<file path="config.mk">
export PLATFORM = sky130hd
export DESIGN_NAME = activation_arbiter_flat
export DESIGN_NICKNAME = d
export VERILOG_FILES = /design/src/rtl/activation_arbiter_pkg.sv /design/src/rtl/activation_arbiter_if.sv /design/src/rtl/activation_arbiter_rr_pick.sv /design/src/rtl/activation_arbiter.sv /design/src/flat_wrapper.sv
export SDC_FILE = /design/constraint.sdc
export NUM_CORES = 1
export LEC_CHECK = 0
export ABC_CLOCK_PERIOD_IN_PS = 1800
export CORE_ASPECT_RATIO = 2
export CORE_MARGIN = 4
export CORE_UTILIZATION = 36
export CTS_CLUSTER_DIAMETER = 40
export DETAILED_ROUTE_END_ITERATION = 10
export GPL_TIMING_DRIVEN = 0
export PLACE_DENSITY = 0.82
export SLEW_MARGIN = 20
export SYNTH_ARGS = -nofsm -noshare
export SYNTH_HDL_FRONTEND = slang
export SYNTH_SLANG_ARGS = --single-unit
</file>
<file path="constraint.sdc">
create_clock -name clk -period 1.8 [get_ports clk]
set_input_delay 0.27 -clock clk [delete_from_list [all_inputs] [get_ports clk]]
set_output_delay 0.27 -clock clk [all_outputs]
set_load 0.01 [all_outputs]
</file>
<file path="src/rtl/activation_arbiter_pkg.sv">
// Shared layer package: arbiter FSM encoding, operand width constants and the pointer wrap helper.
package activation_arbiter_pkg;

  localparam int INTEGER_WIDTH  = 10;
  localparam int FRACTION_WIDTH = 10;
  localparam int ACT_W          = INTEGER_WIDTH + FRACTION_WIDTH;

  typedef enum logic [2:0] {
    IDLE    = 3'd0,
    ISSUE   = 3'd1,
    WAIT    = 3'd2,
    RESPOND = 3'd3,
    RECOVER = 3'd4
  } state_t;

  function automatic int wrap_inc(input int idx, input int n);
    return (idx + 1 >= n) ? 0 : idx + 1;
  endfunction

endpackage

</file>
<file path="src/rtl/activation_arbiter_if.sv">
// Requester-side bus of the activation arbiter (master = layer datapaths, slave = arbiter).
interface activation_arbiter_if #(
  parameter int NUM_REQ = 4,
  parameter int W       = activation_arbiter_pkg::ACT_W
) ();
  // Handshake: a requester holds req[i] high (with stable req_data) until it sees its
  // one-cycle rsp_valid[i]; gnt[i] marks ownership of the core, rsp_err is qualified by rsp_valid.
  logic [NUM_REQ-1:0]   req;
  logic [NUM_REQ*W-1:0] req_data;
  logic [NUM_REQ-1:0]   gnt;
  logic [NUM_REQ-1:0]   rsp_valid;
  logic [W-1:0]         rsp_data;
  logic                 rsp_err;
  logic                 busy;

  modport master (
    output req, req_data,
    input  gnt, rsp_valid, rsp_data, rsp_err, busy
  );

  modport slave (
    input  req, req_data,
    output gnt, rsp_valid, rsp_data, rsp_err, busy
  );
endinterface

</file>
<file path="src/rtl/activation_arbiter_rr_pick.sv">
// Combinational round-robin selector: first set req bit at or above ptr, wrapping to bit 0.
module activation_arbiter_rr_pick #(
  parameter int NUM_REQ = 4,
  parameter int IDX_W   = 2
) (
  input  logic [NUM_REQ-1:0] req,
  input  logic [IDX_W-1:0]   ptr,
  output logic [NUM_REQ-1:0] winner,
  output logic [IDX_W-1:0]   win_idx,
  output logic               any
);

  // Two passes avoid a modulo: bits at/above ptr have priority, then the wrapped low bits.
  always_comb begin
    winner  = '0;
    win_idx = '0;
    any     = 1'b0;
    for (int i = 0; i < NUM_REQ; i++) begin
      if (!any && req[i] && (IDX_W'(i) >= ptr)) begin
        any       = 1'b1;
        winner[i] = 1'b1;
        win_idx   = IDX_W'(i);
      end
    end
    for (int i = 0; i < NUM_REQ; i++) begin
      if (!any && req[i]) begin
        any       = 1'b1;
        winner[i] = 1'b1;
        win_idx   = IDX_W'(i);
      end
    end
  end

endmodule

</file>
<file path="src/rtl/activation_arbiter.sv">
// Round-robin arbiter sharing one external sigmoid core among NUM_REQ layer datapaths.
// Optional WAIT watchdog enabled by defining ACT_ARB_TIMEOUT_EN.
module activation_arbiter
  import activation_arbiter_pkg::*;
#(
  parameter int NUM_REQ        = 4,
  parameter int integer_width  = INTEGER_WIDTH,
  parameter int fraction_width = FRACTION_WIDTH,
  parameter int TIMEOUT_CYCLES = 64,
  localparam int W             = integer_width + fraction_width,
  localparam int IDX_W         = (NUM_REQ > 1) ? $clog2(NUM_REQ) : 1,
  localparam int CNT_W         = $clog2(TIMEOUT_CYCLES + 1)
) (
  input  logic                 clk,
  input  logic                 reset,
  activation_arbiter_if.slave  bus,
  output logic                 sig_reset,
  output logic                 sig_enable,
  output logic [W-1:0]         sig_input,
  input  logic                 sig_done,
  input  logic [W-1:0]         sig_output,
  output state_t               fsm_state,
  output logic [CNT_W-1:0]     wait_count
);

  state_t               state, state_next;
  logic [IDX_W-1:0]     rr_ptr, win_idx, pick_idx;
  logic [NUM_REQ-1:0]   pick_onehot, gnt_q;
  logic                 pick_any;
  logic [W-1:0]         pick_data, sig_input_q, rsp_data_q;
  logic [CNT_W-1:0]     wait_cnt;
  logic                 timeout_hit;

  activation_arbiter_rr_pick #(.NUM_REQ(NUM_REQ), .IDX_W(IDX_W)) rr_pick (
    .req     (bus.req),
    .ptr     (rr_ptr),
    .winner  (pick_onehot),
    .win_idx (pick_idx),
    .any     (pick_any)
  );

  always_comb begin
    pick_data = '0;
    for (int i = 0; i < NUM_REQ; i++) begin
      if (pick_onehot[i]) pick_data = bus.req_data[i*W +: W];
    end
  end

  // Counts consecutive WAIT cycles without sig_done; saturates so an unbounded wait stays sane.
  always_ff @(posedge clk or posedge reset) begin
    if (reset) begin
      wait_cnt <= '0;
    end else if (state == WAIT && !sig_done) begin
      if (wait_cnt != '1) wait_cnt <= wait_cnt + 1'b1;
    end else begin
      wait_cnt <= '0;
    end
  end

`ifdef ACT_ARB_TIMEOUT_EN
  logic rsp_err_q;
  assign timeout_hit = (state == WAIT) && !sig_done &&
                       (wait_cnt == CNT_W'(TIMEOUT_CYCLES - 1));
  always_ff @(posedge clk or posedge reset) begin
    if (reset) begin
      rsp_err_q <= 1'b0;
    end else if (state == WAIT) begin
      if (sig_done)         rsp_err_q <= 1'b0;
      else if (timeout_hit) rsp_err_q <= 1'b1;
    end
  end
  assign bus.rsp_err = rsp_err_q;
`else
  assign timeout_hit = 1'b0;
  assign bus.rsp_err = 1'b0;
`endif

  always_ff @(posedge clk or posedge reset) begin
    if (reset) state <= IDLE;
    else       state <= state_next;
  end

  always_comb begin
    state_next = state;
    unique case (state)
      IDLE:    if (pick_any) state_next = ISSUE;
      ISSUE:   state_next = WAIT;
      WAIT:    if (sig_done || timeout_hit) state_next = RESPOND;
      RESPOND: state_next = RECOVER;
      RECOVER: state_next = IDLE;
      default: state_next = IDLE;
    endcase
  end

  always_ff @(posedge clk or posedge reset) begin
    if (reset) begin
      rr_ptr      <= '0;
      win_idx     <= '0;
      gnt_q       <= '0;
      sig_input_q <= '0;
      rsp_data_q  <= '0;
    end else begin
      unique case (state)
        IDLE: begin
          if (pick_any) begin
            gnt_q       <= pick_onehot;
            win_idx     <= pick_idx;
            sig_input_q <= pick_data;
          end
        end
        WAIT: begin
          if (sig_done)         rsp_data_q <= sig_output;
          else if (timeout_hit) rsp_data_q <= '0;
        end
        RESPOND: gnt_q  <= '0;
        RECOVER: rr_ptr <= IDX_W'(wrap_inc(int'(win_idx), NUM_REQ));
        default: ;
      endcase
    end
  end

  // The core is held in reset whenever it is not owned by a transaction.
  assign sig_reset     = (state == IDLE) || (state == RECOVER);
  assign sig_enable    = (state == ISSUE) || (state == WAIT);
  assign sig_input     = sig_input_q;
  assign bus.gnt       = gnt_q;
  assign bus.rsp_valid = (state == RESPOND) ? gnt_q : '0;
  assign bus.rsp_data  = rsp_data_q;
  assign bus.busy      = (state != IDLE);
  assign fsm_state     = state;
  assign wait_count    = wait_cnt;

endmodule
</file>
<file path="src/flat_wrapper.sv">
// flat-port wrapper written by rule: the top's interface ports become plain ports
module activation_arbiter_flat import activation_arbiter_pkg::*;
#(
  parameter int NUM_REQ        = 4,
  parameter int integer_width  = INTEGER_WIDTH,
  parameter int fraction_width = FRACTION_WIDTH,
  parameter int TIMEOUT_CYCLES = 64,
  localparam int W             = integer_width + fraction_width,
  localparam int IDX_W         = (NUM_REQ > 1) ? $clog2(NUM_REQ) : 1,
  localparam int CNT_W         = $clog2(TIMEOUT_CYCLES + 1)
)
  (clk, reset, sig_reset, sig_enable, sig_input, sig_done, sig_output, fsm_state, wait_count, bus_req, bus_req_data, bus_gnt, bus_rsp_valid, bus_rsp_data, bus_rsp_err, bus_busy);
  activation_arbiter_if #(.NUM_REQ(NUM_REQ)) bus_i ();
  input  logic clk;
  input  logic reset;
  output logic sig_reset;
  output logic sig_enable;
  output logic [W-1:0] sig_input;
  input  logic sig_done;
  input  logic [W-1:0] sig_output;
  output state_t fsm_state;
  output logic [CNT_W-1:0] wait_count;
  input wire logic [$bits(bus_i.req)-1:0] bus_req;
  input wire logic [$bits(bus_i.req_data)-1:0] bus_req_data;
  output wire logic [$bits(bus_i.gnt)-1:0] bus_gnt;
  output wire logic [$bits(bus_i.rsp_valid)-1:0] bus_rsp_valid;
  output wire logic [$bits(bus_i.rsp_data)-1:0] bus_rsp_data;
  output wire logic [$bits(bus_i.rsp_err)-1:0] bus_rsp_err;
  output wire logic [$bits(bus_i.busy)-1:0] bus_busy;
  assign bus_i.req = bus_req;
  assign bus_i.req_data = bus_req_data;
  assign bus_gnt = bus_i.gnt;
  assign bus_rsp_valid = bus_i.rsp_valid;
  assign bus_rsp_data = bus_i.rsp_data;
  assign bus_rsp_err = bus_i.rsp_err;
  assign bus_busy = bus_i.busy;
  activation_arbiter #(.NUM_REQ(NUM_REQ), .integer_width(integer_width), .fraction_width(fraction_width), .TIMEOUT_CYCLES(TIMEOUT_CYCLES)) u_core (.clk(clk), .reset(reset), .bus(bus_i), .sig_reset(sig_reset), .sig_enable(sig_enable), .sig_input(sig_input), .sig_done(sig_done), .sig_output(sig_output), .fsm_state(fsm_state), .wait_count(wait_count));
endmodule
</file>
* After elaboration in Yosys (flattened, before gate mapping) *
Index checks and enable logic that the tools add are counted.

word-level totals
  register bits = 58
  input port bits = 107
  output and inout bits = 62
  logic and storage cells = 86

cells by class
  add/subtract/negate cells = 2
  order comparisons = 5
  equal/unequal tests = 8
  muxes and demuxes = 35
  reductions and logical operators = 29

operators with widths
  kind                                                number
  2-to-1 mux 20 bit                                   4
  2-to-1 mux 1 bit                                    16
  2-to-1 mux 2 bit                                    7
  2-to-1 mux 7 bit                                    2
  logical AND 1 bit                                   12
  case mux 3 bit (4 select lines)                     1
  logical NOT 1 bit                                   8
  2-to-1 mux 4 bit                                    2
  case mux 4 bit (2 select lines)                     1
  AND reduction 2 bit                                 4
  adder 7 x 1 -> 7 bit, second input constant         1
  != test 7 bit, second input constant                1
  == test 3 x 2 -> 1 bit, second input constant       2
  2-to-1 mux 3 bit                                    2
  >= comparator 1 x 2 -> 1 bit, first input constant  2
  >= comparator 2 bit, first input constant           2
  != test 2 bit, second input constant                2
  adder 2 x 1 -> 3 bit, second input constant         1
  == test 3 x 1 -> 1 bit, second input constant       1
  == test 3 bit, second input constant                1
  >= comparator 3 bit, second input constant          1
  logical NOT 3 bit                                   1
  nonzero test 3 bit                                  1
  logical OR 1 bit                                    2
  other kinds (2)                                     2

* Depth between registers and ports, before layout *
  depth after elaboration = 29
  depth in mapped cells = 7
  gate-level depth less buffers = 6

* By module *
From an unflattened synthesis, not the netlist that was laid out.

second synthesis, totals
  cells, all modules = 329
  area, all modules = 3,196.8 um^2

by module, submodules not included
  module                      times used  cells each  area an instance (um^2)  seq. area each (um^2)
  activation_arbiter          1           296         2,974.1                  1,451.4
  activation_arbiter_rr_pick  1           33          222.7                    0.0

* Worst setup path before layout *
Ideal clock, no wire load.

  path kind = register -> register
  from = reg u_core.state[2] (netlist: u_core.fsm_state[2])
  to = reg u_core.rsp_data_q[12] (netlist: u_core.bus.rsp_data[12])
  data arrival time = 1,431 ps
  required time = 1,675 ps
  setup slack = 244 ps
  stages on the path, launching flop included = 5
  buffers on the path = 1
  period minus slack after synthesis = 1,556 ps
  cell sequence = dfrtp_1 > nand2b_1 > nor3b_2 > buf_2 > mux2_2

on the way
  word-level cells in the longest chain between the ends = 2

ends and longest elaborated chain
  element                        line                       RTL
  start, declared                activation_arbiter.sv:26   state_t state, state_next;
  start signal, assigned         activation_arbiter.sv:80   else state <= state_next;
  == test 3 x 2 -> 1 bit         activation_arbiter.sv:103  unique case (state)
  AND reduction 2 bit (no line)  -
  end signal, assigned           activation_arbiter.sv:112  if (sig_done) rsp_data_q <= sig_output;
  end, declared                  activation_arbiter.sv:30   logic [W-1:0] pick_data, sig_input_q, rsp_data_q;

Every way passes these cells.
A chain may end at the register's enable or synchronous reset.

* Worst setup path after layout *
  from = reg u_core.state[2] (netlist: u_core.fsm_state[2])
  to = out bus_rsp_valid[2]

on the way
  word-level cells in the longest chain between the ends = 2

ends and longest elaborated chain
  element                 line                       RTL
  == test 3 x 2 -> 1 bit  activation_arbiter.sv:127  assign bus.rsp_valid = (state == RESPOND) ? gnt_q : '0;
  2-to-1 mux 4 bit        activation_arbiter.sv:127
  end, declared           flat_wrapper.sv:26         output wire logic [$bits(bus_i.rsp_valid)-1:0] bus_rsp_valid;

Every way passes these cells.

==> run_results.csv <==
group,metric,value,unit
outcome,status,"completed",
pwr,clock_power_share,0.207,
finish,synthToLayoutAreaGrowth,69.8,%
grt,grtUsageMet1,0.190,
yosys,seq_area_frac_synth,0.465,
yosys,synth_commonest_cells,"dfrtp_1, nor2_1, a22oi_1",
sta,drv_slew,0,
sta,fin_crit_sh,0.964,
setup_path,cp_max_fo,5,
setup_path,rr_startpoint,"u_core.wait_count[0]",
grt,grt_pass1_vias,2976,
yosys,netlist_top_cells_area,"dfrtp_1, a221oi_2, o31ai_2",
detailed_routing,drc,0,
yosys,synth_top_area_cell,"dfrtp_1",
grt,grt_pass1_wl,15000,um
clock_tree,cts_tree,"done",
floorplan,coreArea,8350,um^2
pwr,powerDensity,1530,nW/um^2
detailed_routing,drt-vias-per-instance,5.19,
finish,final_cells,549,
grt,grt_overflow,0,
grt,antenna_found_initial,0,
yosys,async_reset_ff_frac,1.00,
setup_path,cp.buffers_inverters,2,
placed_design,io_buffers,167,
pwr,switching_power,2790,uW
finish,fillers,666,
yosys,synth_ff_type,"dfrtp_1",
detailed_routing,ant_nets,0,
yosys,synth_cell_types,45,
detailed_routing,wl_per_cell,17.9,um
setup_path,rr_endpoint,"u_core.wait_count[1]",
finish,fin_nets,557,
placed_design,dp_hpwl,7740,um
floorplan,die-height,140,um
floorplan,die_w,73.8,um
yosys,yosysTopAreaCellShare,0.465,
sta,setup_viol,0,
grt,grt.total_usage,0.193,
detailed_routing,via_count,2851,
grt,top_usage_layer,"met2",
setup_path,cp_data_arrival_time,1470,ps
sta,max_freq,576,MHz
setup_path,setup.worst_path.start_class,"register",
detailed_routing,firstDrtPassIters,4,
sta,layout_min_cycle_time,1740,ps
pwr,intPower,5310,uW
placed_design,gp_congestion,0.779,
worst_hold_path,hp-class,"primary input to asynchronous set/reset pin",
setup_path,path_cells,"nand2b_4 -> or2_4 -> inv_4 -> and2_1 -> buf_2",
yosys,ys_seq_elements,58,
pwr,power_frac_seq,0.278,
yosys,synth_enable_flop_cells,0,
detailed_routing,drt_iter0_drc,102,
setup_path,path_class,"register to output pin",
floorplan,rows,47,
floorplan,ioPinCount,169,
finish,diodes,0,
setup_path,r2r_cells,6,
sta,hold-worst-slack,362,ps
clock_tree,cts.sinks,58,
floorplan,initial_core_util,0.373,
yosys,ys_warn_count,0,
grt,met2_usage,0.354,
yosys,synthesis.nets,373,
floorplan,dieArea,10300,um^2
clock_tree,clkTransAtPathRegs,50,ps
grt,grt_max_degree,59,
yosys,yosysMostFrequentCell,"dfrtp_1",
setup_path,cpMaxStageDelayCell,"dfrtp_2",
setup_path,crit_family,"simple AND/OR/NAND/NOR gates",
pwr,swShare,0.344,
pwr,leakagePower,0.00218,uW
setup_path,r2r_slack,110,ps
grt,grt_use_met3,0.0592,
yosys,netlist_area,3120,um^2
clock_tree,ctsHtreeMaxLevel,3,
sta,worst_clock_skew,7.78,ps
clock_tree,numCtsBuffers,9,
finish,drive_above_1_share,0.262,
pwr,vdd_ir_drop_max,0.672,mV
detailed_routing,routed_wirelength,9810,um
clock_tree,clock_latency,330,ps
yosys,synthCells,264,
pwr,power_frac_comb,0.516,
clock_tree,clock_path_buffers,2,
clock_tree,cts_root_buf,"clkbuf_16",
setup_path,crit_required,1530,ps
flow_run,cap_violations,0,
placed_design,dpl.cell_count,530,
setup_path,cp_slowest_stage_delay,420,ps
sta,hold_viol_final,0,
setup_path,worst_setup_path_end_kind,"output pin",
yosys,syn_avg_cell_area,11.8,um^2
-- through the flow --
step	power [uW]	area, um^2	setup TNS (ps)	utilization	worst slack (ps)
floorplan	4460	3120	0	-	102
global placement	6240	4910	-62130	0.588	-976
detailed placement	6390	4940	-7160	0.592	-275
CTS	8180	5270	0	0.631	23.0
global route	8610	5290	-6.34	0.634	-6.34
finish	8100	5290	0	0.634	64.2
-- layout make-up --
class	count	area (um^2)	share of cell area
flip-flops and latches	58	1460	0.275
repair buffers	173	1720	0.324
clock inverters	3	40.0	0.00756
plain buffers	20	146	0.0277
multi-input cells	177	1520	0.287
inverters	9	38.8	0.00733
clock buffers	11	253	0.0477
well taps	98	123	0.0232
-- routing by layer --
layer  vias up  wire [um]
met5         -          0
met2       130       5490
met3        18        748
li1       1354          -
met4         0        195
met1      1349       3370
-- cell families (layout without fill, tap and decap cells) --
family                   Yosys count  count (layout)  synth area share
AO/OA/AOI/OAI                     83              83             0.281
XOR/XNOR                           4               4            0.0112
adder cells (fa/ha/maj)            2               2           0.00802
other                              1               1           0.00120
buffers and inverters             29             216            0.0546
multiplexers                      22              22            0.0791
AND/OR/NAND/NOR                   65              65            0.0995
flip-flops                        58              58             0.465
-- tightest hold or removal path, delay by kind of cell --
family | cells | cell delay (ps)
buffers and inverters | 3 | 810
-- registers in the layout, indices dropped and copies added (netlist names) --
name                 cells
u_core.bus.rsp_data     20
u_core.sig_input        20
u_core.wait_count        7
u_core.bus.gnt           4
u_core.fsm_state         3
u_core.rr_ptr            2
u_core.win_idx           2
-- repair_timing --
action,CTS,global route
buffers inserted,4,1
endpoints found under the setup margin,6,24
pin swaps,2,3
hold buffers,0,0
gates cloned,0,0
gates resized for setup,26,9
-- how the worst max path moves through the flow --
stage                                    start              endpoint  cells past startpoint
after detailed placement            bus_req[2]   u_core.sig_input[6]                      5
after CTS                  u_core.fsm_state[1]             sig_reset                      2
after floorplan                          reset     u_core.bus.gnt[0]                      1
after global routing      u_core.wait_count[0]  u_core.wait_count[1]                      6
final                      u_core.fsm_state[2]      bus_rsp_valid[2]                      5
after global placement                   reset  u_core.sig_input[13]                      2
-- power groups by stage --
stage                     Combinational, uW  Sequential (uW)  Clock, uW
after floorplan                        2000             2450          0
after global placement                 4020             2210          0
after detailed placement               4130             2260          0
after CTS                              4210             2250       1720
after global routing                   4500             2330       1780
final                                  4180             2250       1670
-- layout by cell type (no fill, tap or decap), types with 7 or more instances in the layout --
| cell | Yosys | routed |
|---|---|---|
| a221oi_2 | 19 | 19 |
| a22oi_1 | 20 | 19 |
| buf_2 | 10 | 10 |
| buf_4 | 5 | 11 |
| clkbuf_16 | 0 | 9 |
| clkdlybuf4s50_1 | 0 | 160 |
| dfrtp_1 | 58 | 55 |
| inv_1 | 9 | 7 |
| mux2_2 | 17 | 17 |
| nand2_1 | 10 | 10 |
| nor2_1 | 32 | 31 |
| o31ai_2 | 19 | 19 |
(Power assumes the default switching activity.)
